===== config.mk =====
export PLATFORM = sky130hd
export DESIGN_NAME = i2c_master_read_byte
export DESIGN_NICKNAME = d
export VERILOG_FILES = /design/src/rtl/i2c_pkg.sv /design/src/rtl/i2c_scl_timer.sv /design/src/rtl/i2c_master_read_byte.sv
export SDC_FILE = /design/constraint.sdc
export NUM_CORES = 1
export LEC_CHECK = 0
export CORE_ASPECT_RATIO = 1.5
export CORE_MARGIN = 1
export CORE_UTILIZATION = 55
export CTS_CLUSTER_DIAMETER = 150
export DETAILED_ROUTE_END_ITERATION = 10
export DONT_BUFFER_PORTS = 1
export PLACE_DENSITY = 0.76
export SLEW_MARGIN = 10
export SYNTH_ARGS = -nofsm -noshare
export SYNTH_HDL_FRONTEND = slang
export SYNTH_HIERARCHICAL = 1
export SYNTH_SLANG_ARGS = --single-unit

===== constraint.sdc =====
create_clock -name clock -period 2.3 [get_ports clock]
set_input_delay 0.23 -clock clock [delete_from_list [all_inputs] [get_ports clock]]
set_output_delay 0.23 -clock clock [all_outputs]
set_load 0.005 [all_outputs]

===== src/rtl/i2c_pkg.sv =====
// i2c_pkg: state encoding, SCL phase selects and bus constants shared by the I2C byte primitives
package i2c_pkg;
    typedef enum logic [2:0] {S_IDLE, S_LOW, S_RISE, S_HIGH, S_DONE, S_ABORT} state_t;
    localparam int DEF_DIV = 4;
    localparam int DEF_STRETCH_MAX = 1024;
    localparam logic ACK = 1'b0;
    localparam logic NACK = 1'b1;
    localparam logic [1:0] PH_OFF = 2'd0;
    localparam logic [1:0] PH_LOW = 2'd1;
    localparam logic [1:0] PH_HIGH = 2'd2;
endpackage


===== src/rtl/i2c_scl_timer.sv =====
// i2c_scl_timer: SCL half-period timing with slave stretch wait and stretch timeout
module i2c_scl_timer
    import i2c_pkg::*;
#(
    parameter int DIV = DEF_DIV,
    parameter int STRETCH_MAX = DEF_STRETCH_MAX
) (
    input  logic       clock,
    input  logic       reset_n,
    input  logic       start,
    input  logic       scl_in,
    input  logic [1:0] phase,
    output logic       phase_done,
    output logic       mid_high,
    output logic       timeout
);
    localparam int QW = $clog2(2 * DIV);
    localparam int SW = $clog2(STRETCH_MAX + 1);
    logic [QW-1:0] r_q;
    logic [SW-1:0] r_s;
    logic w_wait, w_en;
    // the high half only starts counting once the bus is seen high; later drops are ignored
    always_comb begin
        w_wait = phase == PH_HIGH && r_q == '0 && !scl_in;
        w_en = phase == PH_LOW || (phase == PH_HIGH && !w_wait);
        phase_done = w_en && r_q == QW'(2 * DIV - 1);
        mid_high = phase == PH_HIGH && r_q == QW'(DIV);
        timeout = w_wait && r_s == SW'(STRETCH_MAX - 1);
    end
    always_ff @(posedge clock or negedge reset_n) begin
        if (!reset_n) begin
            r_q <= '0;
            r_s <= '0;
        end else begin
            r_q <= (start || phase_done || !w_en) ? '0 : r_q + 1'b1;
            r_s <= !w_wait ? '0 : (r_s == SW'(STRETCH_MAX)) ? r_s : r_s + 1'b1;
        end
    end
endmodule


===== src/rtl/i2c_master_read_byte.sv =====
// i2c_master_read_byte: clocks in a DATA_WIDTH-bit word MSB first, then drives ACK/NACK
module i2c_master_read_byte
    import i2c_pkg::*;
#(
    parameter int DATA_WIDTH = 8,
    parameter int DIV = DEF_DIV,
    parameter int STRETCH_MAX = DEF_STRETCH_MAX
) (
    input  logic                  clock,
    input  logic                  reset_n,
    input  logic                  go,
    input  logic                  ack_en,
    output logic                  busy,
    output logic                  finish,
    output logic                  err,
    output logic [DATA_WIDTH-1:0] data,
    input  logic                  sda_in,
    output logic                  sda_oe,
    input  logic                  scl_in,
    output logic                  scl
);
    localparam int BW = $clog2(DATA_WIDTH + 2);
    state_t r_state, w_next;
    logic [BW-1:0] r_bit;
    logic [DATA_WIDTH-1:0] r_sr;
    logic r_ack_bit, r_scl;
    logic w_start, w_last, w_phase_done, w_mid_high, w_timeout;
    logic [1:0] w_phase;

    assign w_start = r_state == S_IDLE && go;
    assign w_last = r_bit == BW'(DATA_WIDTH);
    assign w_phase = r_state == S_LOW ? PH_LOW : (r_state == S_RISE || r_state == S_HIGH) ? PH_HIGH : PH_OFF;

    i2c_scl_timer #(.DIV(DIV), .STRETCH_MAX(STRETCH_MAX)) u_timer (
        .clock      (clock),
        .reset_n    (reset_n),
        .start      (w_start),
        .scl_in     (scl_in),
        .phase      (w_phase),
        .phase_done (w_phase_done),
        .mid_high   (w_mid_high),
        .timeout    (w_timeout)
    );

    always_ff @(posedge clock or negedge reset_n) begin
        if (!reset_n) r_state <= S_IDLE;
        else r_state <= w_next;
    end

    always_comb begin
        w_next = r_state;
        case (r_state)
            S_IDLE: w_next = go ? S_LOW : S_IDLE;
            S_LOW: w_next = w_phase_done ? S_RISE : S_LOW;
            S_RISE: w_next = w_timeout ? S_ABORT : scl_in ? S_HIGH : S_RISE;
            S_HIGH: w_next = !w_phase_done ? S_HIGH : w_last ? S_DONE : S_LOW;
            default: w_next = S_IDLE;
        endcase
    end

    // idle keeps the last driven SCL level so the bus stays owned between primitives
    always_comb begin
        busy = r_state inside {S_LOW, S_RISE, S_HIGH};
        finish = r_state == S_DONE;
        err = r_state == S_ABORT;
        sda_oe = (r_state inside {S_LOW, S_RISE, S_HIGH}) && w_last && r_ack_bit == ACK;
        scl = r_state == S_IDLE ? r_scl : !(r_state == S_LOW || r_state == S_DONE);
    end

    always_ff @(posedge clock or negedge reset_n) begin
        if (!reset_n) begin
            r_bit <= '0;
            r_sr <= '0;
            r_ack_bit <= NACK;
            r_scl <= 1'b1;
            data <= '0;
        end else begin
            r_scl <= scl;
            if (w_start) begin
                r_bit <= '0;
                r_ack_bit <= ack_en ? ACK : NACK;
            end else if (r_state == S_HIGH && w_phase_done && !w_last) begin
                r_bit <= r_bit + 1'b1;
            end
            if (w_mid_high && !w_last) r_sr <= DATA_WIDTH'({r_sr, sda_in});
            if (w_next == S_DONE) data <= r_sr;
        end
    end
endmodule


# ---- Word level (Yosys, flattened, before mapping)
# Index checks and enable logic that the tools add are counted.
dict set report totals {
  regBits 39
  wordCells 68
}
dict set report classes {
  addsub 3
  eq_ne 14
  n_mux 16
  bitwise_logic 1
  reduce_logical 26
}
# operator count
set ops {}
lappend ops {{$mux 11} 2}
lappend ops {{$eq 3x3->1 const B} 5}
lappend ops {{$logic_and 1x1->1} 12}
lappend ops {{$mux 3} 4}
lappend ops {{$pmux 3 s4} 1}
lappend ops {{$add 11x1->11 const B} 1}
lappend ops {{$eq 11x10->1 const B} 1}
lappend ops {{$eq 11x11->1 const B} 1}
lappend ops {{$mux 4} 2}
lappend ops {{$eq 3x2->1 const B} 2}
lappend ops {{$logic_not 3->1} 2}
lappend ops {{$mux 2} 3}
lappend ops {{$logic_not 1->1} 5}
lappend ops {{$logic_or 1x1->1} 5}
lappend ops {{$add 4x1->4 const B} 1}
lappend ops {{$eq 4x4->1 const B} 1}
lappend ops {{$mux 1} 4}
lappend ops {{$add 3x1->3 const B} 1}
lappend ops {{$eq 3x1->1 const B} 1}
lappend ops {{$reduce_bool 3->1} 1}
lappend ops {{$eq 2x1->1 const B} 1}
lappend ops {{$eq 2x2->1 const B} 1}
lappend ops {{$ne 2x2->1 const B} 1}
lappend ops {{$reduce_bool 2->1} 1}
lappend ops {{$not 1->1} 1}

# ---- Depth between registers and ports, before layout
# Gate-level depths: netlist (run 1).
dict set report depth {
  word_depth 15
  ltp_mapped 9
}

# ---- Hierarchy
# Netlist (run 1), hierarchy kept.
# module n_inst cells_per_inst area_each_um2 seq_area_each_um2
set by_module_without_submodules {}
lappend by_module_without_submodules {i2c_master_read_byte 1 93 1192.4 628.1}
lappend by_module_without_submodules {i2c_scl_timer 1 82 822.0 350.3}

# ---- Worst setup path before layout (run 1)
# OpenSTA, ideal clock, no wires.
dict set report synth_path {
  path_type {register -> register}
  startpoint {register u_timer.r_q[0]}
  endpoint {register data[0]}
  t_arrival_ns 2.171
  t_required_ns 2.175
  setup_slack_ns 0.003
  path_stages_with_launch 10
  path_buffers 1
  synth_period_minus_slack_ns 2.297
  cell_sequence {dfrtp_1 inv_1 ha_1 or3b_2 a21oi_1 nor2b_1 and4b_1 and3_4 buf_6 mux2_4}
}
dict set report synth_via {
  elab_chain_cells 10
  elab_cells_between_ends 14
}
# element line
set synth_lines {}
lappend synth_lines {{from (decl)} i2c_scl_timer.sv:19} ;# logic [QW-1:0] r_q;
lappend synth_lines {{from (signal assigned)} i2c_scl_timer.sv:35} ;# r_q <= (start || phase_done || !w_en) ? '0 : r_q + 1'b1;
lappend synth_lines {{$logic_not 3->1} i2c_scl_timer.sv:24} ;# w_wait = phase == PH_HIGH && r_q == '0 && !scl_in;
lappend synth_lines {{$logic_and 1x1->1 (2 in series)} i2c_scl_timer.sv:24}
lappend synth_lines {{$logic_not 1->1} i2c_scl_timer.sv:25} ;# w_en = phase == PH_LOW || (phase == PH_HIGH && !w_wait);
lappend synth_lines {{$logic_and 1x1->1} i2c_scl_timer.sv:25}
lappend synth_lines {{$logic_or 1x1->1} i2c_scl_timer.sv:25}
lappend synth_lines {{$logic_and 1x1->1 *} i2c_scl_timer.sv:26} ;# phase_done = w_en && r_q == QW'(2 * DIV - 1);
lappend synth_lines {{net w_phase_done} i2c_master_read_byte.sv:27} ;# logic w_start, w_last, w_phase_done, w_mid_high, w_timeout;
lappend synth_lines {{$mux 3 or $mux 2 (tied branches)} {i2c_master_read_byte.sv:56, i2c_master_read_byte.sv:54}}
lappend synth_lines {{$pmux 3 s4 *} i2c_master_read_byte.sv:52} ;# case (r_state)
lappend synth_lines {{$eq 3x3->1 *} i2c_master_read_byte.sv:86} ;# if (w_next == S_DONE) data <= r_sr;
lappend synth_lines {{to (signal assigned)} i2c_master_read_byte.sv:86}
lappend synth_lines {{to (decl)} i2c_master_read_byte.sv:16} ;# output logic [DATA_WIDTH-1:0] data,
# Mark *: on every way through the listed nets, which the timed path passes. The rest lies on a longest branch.
# A chain may end at the register's enable or synchronous reset.

# ---- Worst setup path after layout (run 1)
dict set report layout_path {
  startpoint {register r_state[2]}
  endpoint {register data[0]}
}
dict set report layout_via {
  elab_cells_between_ends 21
}
# element line
set layout_lines {}
lappend layout_lines {{from (decl)} i2c_master_read_byte.sv:23} ;# state_t r_state, w_next;
lappend layout_lines {{from (signal assigned)} i2c_master_read_byte.sv:47} ;# else r_state <= w_next;
lappend layout_lines {{$eq 3x1->1 *} i2c_master_read_byte.sv:32} ;# assign w_phase = r_state == S_LOW ? PH_LOW : (r_state == S_RISE || r_state == S_HIGH) ? PH_HIGH : PH_OFF;
lappend layout_lines {{$mux 2 *} i2c_master_read_byte.sv:32}
lappend layout_lines {{net w_phase[0]} i2c_master_read_byte.sv:28} ;# logic [1:0] w_phase;
lappend layout_lines {{$eq 2x2->1} {i2c_scl_timer.sv:24, i2c_scl_timer.sv:25}}
lappend layout_lines {{$logic_and 1x1->1 (2 in series)} i2c_scl_timer.sv:24}
lappend layout_lines {{$logic_not 1->1} i2c_scl_timer.sv:25}
lappend layout_lines {{$logic_and 1x1->1} i2c_scl_timer.sv:25}
lappend layout_lines {{$logic_or 1x1->1 *} i2c_scl_timer.sv:25}
lappend layout_lines {{$logic_and 1x1->1 *} i2c_scl_timer.sv:26}
lappend layout_lines {{net w_phase_done} i2c_master_read_byte.sv:27}
lappend layout_lines {{$mux 3 or $mux 2 (tied branches)} {i2c_master_read_byte.sv:56, i2c_master_read_byte.sv:54}}
lappend layout_lines {{$pmux 3 s4 *} i2c_master_read_byte.sv:52}
lappend layout_lines {{$eq 3x3->1 *} i2c_master_read_byte.sv:86}
# Marks and branches as above.

==> impl_metrics.yaml, run 1 <==
outcome:
  status: "finished clean"
detailed_routing:
  viasPerCell: 5.939
  drtIter0Drc: 34
  top_layer_used: "met4"
  routed-wl-met2_um: 2106
  wl_per_cell_um: 16.28
  vias: 1372
  m1WireLength_um: 1476
  drc: 0
  wl_met3_um: 106
  drt-pass1-iter-count: 4
  routed_wl_um: 3760
  final_antenna_net_count: 0
place:
  gp_congestion: 0.8170
  placed_area_mm2: 0.002068
  place_inst: 217
  dp_hpwl_um: 2687
  port_buffers: 0
synthesis:
  seq_area_frac_synth: 0.4857
  syn_nets: 188
  yosys.area.top_type: "dfrtp_1"
  netlist_area_mm2: 0.002014
  yosysWarningCount: 6
  syn_inst: 175
  syn_area_per_cell_um2: 11.51
  async_reset_ff_frac: 1.000
  synth-edff-count: 0
  synthTopCellsByArea: "dfrtp_1 (46%), mux2_4 (6.0%), mux2_2 (4.5%), ha_1 (4.3%), a21oi_1 (3.0%)"
  synth-seq-cells: 39
  synth.top_cell.area_share: 0.4596
  ys.flop_type: "dfrtp_1"
  ys_types: 44
floorplanning:
  rows: 26
  ios: 19
  die_h_um: 76.12
  fp.dieW_um: 51.42
  dieArea_mm2: 0.003914
  start_util: 0.5842
  core_mm2: 0.003448
sta:
  clock_skew_ns: 0.009972
  fmax_mhz: 442.7
  hold_viol_final: 0
  period_share: 0.9821
  relSlewSlack: 0.6564
  slew_violations: 0
  fin_crit_ns: 2.259
  worst_pin_slew_ns: 0.5140
  setup_violations: 0
cells_and_area:
  fin_nets: 201
  most-common-layout-cells: "dfrtp_1 (37), nand2_1 (14), inv_1 (11), a21oi_1 (11)"
  design_area_mm2: 0.002263
  n_antenna_cell: 0
  final_cells: 231
  layout_commonest_cell: "dfrtp_1"
  fin_util: 0.6564
  area_growth_pct: 12.36
  drive_gt1_frac: 0.2646
setup_path:
  path_class: "flop to flop"
  cp_data_required_time_ns: 2.48
  start_kind: "flop"
  crit_fanout: 8
  r2r_slack_ns: 0.04
  crit_arrival_ns: 2.44
  cp-end-kind: "flop"
cts:
  clkSinkCount: 39
  cts.clk_slew.worst_paths_ns: 0.08
  insertion_delay_ns: 0.29
  htreeDepth: 2
  cts_buffer_depth: 2
  numCtsBuffers: 5
  clock-root-buffer: "clkbuf_8"
  cts_tree: "done"
grt:
  grt_overflow_total: 0
  grt_pass1_wl_um: 6285
  antenna_found_initial: 0
  grt_max_degree: 40
  grt_pass1_vias: 1459
  track_usage: 0.2125
pwr:
  leakagePower_nw: 1.050
  power.density_cell_area_mw_per_mm2: 930.1
  power_w: 0.002105
  vdd_drop_max_v: 0.0005815
run:
  cap_viol_max_count: 0
min_path:
  min-delay-path-class: "input pin to flop"
path summary, 6_finish.rpt:
| path | from | endpoint | cells past startpoint |
|---|---|---|---|
| worst min register to register | r_ack_bit | r_ack_bit | 2 |
| worst max register to register | r_state[2] | data[0] | 7 |
| worst max-delay path | r_state[2] | data[0] | 7 |
| max in group asynchronous | reset_n | r_scl | 2 |
| worst min-delay path | sda_in | r_sr[0] | 1 |
| min in group asynchronous | reset_n | data[6] | 2 |
critical path: stages (launching register included):
cell,delay (ns)
dfrtp_1,0.48
nor3b_2,0.29
nor2b_1,0.21
a21oi_2,0.06
nor2b_2,0.21
and4b_2,0.28
and3_4,0.29
mux2_4,0.32
cell type report:
cell class / instances / area, µm²
multi-input combinational: 120 / 978.4
clock inverter: 3 / 43.79
timing repair buffer: 11 / 100.1
clock buffer: 5 / 68.82
inverter: 11 / 41.29
tap: 42 / 52.55
sequential: 39 / 978.4
fill: 265 / 1185
cell usage after synthesis, types with 2 or more instances:
cell / count
nand3_1: 5
nand4_1: 3
mux2_4: 8
mux2_2: 8
or4_1: 3
buf_4: 2
and3_1: 4
o21ai_0: 2
nand3b_1: 3
buf_2: 2
or3_1: 2
nor4_1: 2
nor2_1: 5
nor3_1: 2
a21oi_1: 12
inv_1: 11
o31ai_1: 3
a31o_1: 2
nor2b_1: 4
nor4b_1: 2
nand2_1: 14
mux2i_1: 5
nor4b_2: 2
and4b_1: 2
dfstp_2: 2
ha_1: 7
xor2_1: 2
nor3b_1: 4
dfrtp_1: 37
cell families after synthesis:
group / synth area share
AOI/OAI and AO/OA: 0.07889
xor gates and xnor gates: 0.008697
adders and majority gates: 0.04348
buffers and inverters: 0.03851
DFF: 0.4857
muxes: 0.1292
and+or+nand+nor: 0.2155
power by group:
group | leakage [nW] | internal [W] | total (W) | switching, W
logic | 0.470 | 0.000317 | 0.000623 | 0.000306
registers | 0.522 | 0.000818 | 0.000921 | 0.000103
clock network | 0.0581 | 0.000323 | 0.000561 | 0.000239
registers in the layout, summed over array words and instances, names as in the netlist:
register and cells:
r_state 3, r_sr 8, data 8, u_timer/r_q 3, r_scl 1, r_ack_bit 1
r_bit 4, u_timer/r_s 11
per-stage QoR:
stage	hold slack (ns)	TNS, ns	setup WS [ns]
after floorplan	-0.06559	0	0.003463
after global placement	-0.06494	0	0.1081
after detailed placement	-0.06489	-0.3229	-0.04704
after CTS	0.07461	0	0.02496
after global routing	0.07510	-0.1656	-0.02809
final	0.08382	0	0.04118
metal layers:
metal,up-vias,GRT usage
li1,660,-
met1,682,0.2304
met2,24,0.3818
met3,6,0.04391
met4,0,0.08919
met5,-,0
repair_timing:
item | in CTS | in global routing
resized for setup | 1 | 6
pin swaps | 0 | 3
endpoints found under the setup margin | 8 | 8
hold buffers | 3 | 0
endpoints found under the hold margin | 40 | 0
setup buffers | 0 | 3
No activity file was read; power rests on OpenSTA's default activity.
==> run 2, diff against run 1 <==
ABC_AREA = 1   (was default)
==> run 2 against run 1 <==
Highest routed layer unchanged. Largest power group unchanged. Sequential power down 12%. Routed wire length up 4.3%. Sequential cell count unchanged. Non-clock buffer count down 7. Global-route usage up 1.1 points. Fmax up 13%. Via count up 17%.
==> impl_metrics.yaml, run 2 <==
outcome:
  status: "finished clean"
cells_and_area:
  drive_gt1_frac: 0.1303
  fin_util: 0.6398
  max_flop_register: "u_timer/r_s"
  final_cells: 303
  n_antenna_cell: 0
  reg_top3: "u_timer/r_s: 11 flops, data: 8 flops, r_sr: 8 flops"
  fin_nets: 273
  layout_commonest_cell: "nand2_1"
  area_growth_pct: 8.076
  largest_register_ffs: 11
  most-common-layout-cells: "nand2_1 (72), dfrtp_1 (37), nand3_1 (32), nor2_1 (28), inv_1 (24)"
  design_area_mm2: 0.002227
cts:
  cts.clk_slew.worst_paths_ns: 0.07
  cts_buffer_depth: 2
  post-cts-setup-buffer-count: 0
  numCtsBuffers: 5
  cts_tree: "done"
  clkSinkCount: 39
  insertion_delay_ns: 0.29
  clock-root-buffer: "clkbuf_8"
  htreeDepth: 2
setup_path:
  cp_cell_sequence: "inv_1 > nand2_1 > nor2_1 > inv_1 > o21ai_0 > and2_1 > nand4_1 > nor2_2 > nand3_1 > nand2_1"
  critical_path_buf_inv_count: 2
  cp-end-kind: "flop"
  startpoint: "r_state[1]"
  r2r_slack_ns: 0.30
  start_kind: "flop"
  r2r_end: "r_bit[0]"
  cp_slowest_cell: "dfrtp_1"
  crit_arrival_ns: 2.23
  reg2reg_from: "r_state[1]"
  cpPeakStageDelay_ns: 0.44
  path_class: "flop to flop"
  r2r_cells: 10
  crit_fanout: 5
  cp_data_required_time_ns: 2.54
  critPathTopFamily: "simple AND/OR/NAND/NOR gates"
sta:
  fmax_mhz: 501.2
  worst_pin_slew_ns: 0.4101
  clock_skew_ns: 0.005881
  period_share: 0.8675
  hold_viol_final: 0
  finalSetupTns_ns: 0
  setup_violations: 0
  slew_violations: 0
  relSlewSlack: 0.7263
  fin_crit_ns: 1.995
  grt_setup_unrepaired: "false"
grt:
  use_met2: 0.4013
  grt_pass1_vias: 1558
  grt_max_degree: 40
  track_usage: 0.2237
  use_met3: 0.06151
  grt_overflow_total: 0
  use_met1: 0.2221
  grt_pass1_wl_um: 6534
  grt.busiest_layer: "met2"
  antenna_found_initial: 0
pwr:
  p_seq_frac: 0.512
  switching_share: 0.2966
  power.density_cell_area_mw_per_mm2: 710.8
  vdd_drop_max_v: 0.0006791
  leakagePower_nw: 1.163
  comb_power_share: 0.165
  power.switching_w: 0.0004696
  power.internal_w: 0.001114
  p_clk_frac: 0.323
synthesis:
  yosys.area.top_type: "dfrtp_1"
  synth-seq-cells: 39
  synth-edff-count: 0
  ys.flop_type: "dfrtp_1"
  syn_area_per_cell_um2: 8.145
  synthTopCellsByArea: "dfrtp_1 (45%), nand2_1 (13%), nand3_1 (7.8%), nor2_1 (5.3%), inv_1 (4.4%)"
  synth_common_cells: "nand2_1 (72), dfrtp_1 (37), nand3_1 (32)"
  syn_inst: 253
  ys_types: 30
  synth.top_cell.area_share: 0.4493
  async_reset_ff_frac: 1.000
  yosysWarningCount: 6
  seq_area_frac_synth: 0.4748
  syn_nets: 266
  netlist_area_mm2: 0.002061
  synth.most_common_cell: "nand2_1"
place:
  port_buffers: 0
  dp_hpwl_um: 2862
  gp_congestion: 0.8374
  placed_area_mm2: 0.002081
  place_inst: 292
detailed_routing:
  routed_wl_um: 3920
  wl_per_cell_um: 12.94
  viasPerCell: 5.314
  final_antenna_net_count: 0
  vias: 1610
  drt-pass1-iter-count: 4
  drc: 0
  drtIter0Drc: 29
floorplanning:
  die_h_um: 76.97
  fp.dieW_um: 51.98
  core_mm2: 0.003481
  dieArea_mm2: 0.004001
  start_util: 0.5920
  ios: 19
  rows: 26
min_path:
  min-delay-path-class: "input pin to flop"
  min-delay-start: "sda_in"
  hold_depth: 2
  hold_end: "r_sr[0]"
run:
  cap_viol_max_count: 0
-- run 2: cell count changes after synthesis, moves of 5 or more --
cell	delta
nand2_1	+58
nand3_1	+27
nor2_1	+24
inv_1	+13
a21oi_1	-9
mux2_2	-8
mux2_4	-8
mux2i_1	-5
nand2_2	+5
-- run 2: worst max-delay path by stage --
stage,end,cells past startpoint
2_1_floorplan,r_state[0],12
3_3_place_gp,r_bit[2],10
3_5_place_dp,r_bit[0],10
4_1_cts,r_bit[0],10
5_1_grt,r_bit[3],10
6_report,r_bit[0],10
-- run 2: power by group through the flow --
stage	sequential, W	clock (W)	combinational, W
floorplan	0.000810	0	0.000216
CTS	0.000810	0.000527	0.000265
global route	0.000816	0.000556	0.000295
global placement	0.000821	0	0.000238
finish	0.000811	0.000511	0.000262
detailed placement	0.000821	0	0.000245
-- run 2: cell families (layout without fill, tap and decap cells) --
family,count (synthesis),after routing,share of synthesized area
xor+xnor,3,3,0.01275
fa+ha+maj,7,7,0.04250
simple gates,162,162,0.3679
compound gates,10,10,0.02914
flops,39,39,0.4748
buf+inv,32,40,0.07286
-- run 2: worst reg2reg max path, delay by kind of cell, from the launching register on --
family | cells | cell delay [ns]
DFF | 1 | 0.44
buffers and inverters | 2 | 0.22
AOI/OAI and AO/OA | 1 | 0.20
and+or+nand+nor | 7 | 1.09
-- run 2: repair_timing --
action                                  CTS  global route
gates resized for setup                   0             1
hold buffers                              3             0
endpoints found under the setup margin    0             4
endpoints found under the hold margin    40             0
-- run 2: stage by stage --
stage	worst slack [ns]	total power [W]	hold WS [ns]
finish	0.3049	0.001583	0.09696
global route	0.02085	0.001668	0.09052
CTS	0.2563	0.001602	0.08790
detailed placement	0.2927	0.001066	-0.06478
global placement	0.3398	0.001060	-0.06480
floorplan	0.4998	0.001026	-0.06559
-- run 2: area by class of cell --
class                           count  area (µm²)
Clock buffer                        7       96.34
Timing Repair Buffer                4       47.55
Inverter                           28       110.1
Clock inverter                      1       7.507
Sequential cell                    39       978.4
Multi-Input combinational cell    182       934.6
Fill cell                         305        1254
Tap cell                           42       52.55
-- run 2: routing by layer --
metal  routed length (µm)  part of all wire  vias to the layer above
li1                     -                 -                      817
met1                 1597              0.41                      764
met2                 2109              0.54                       21
met3                  120             0.031                        8
met4                   93             0.024                        0
met5                    0                 0                        -
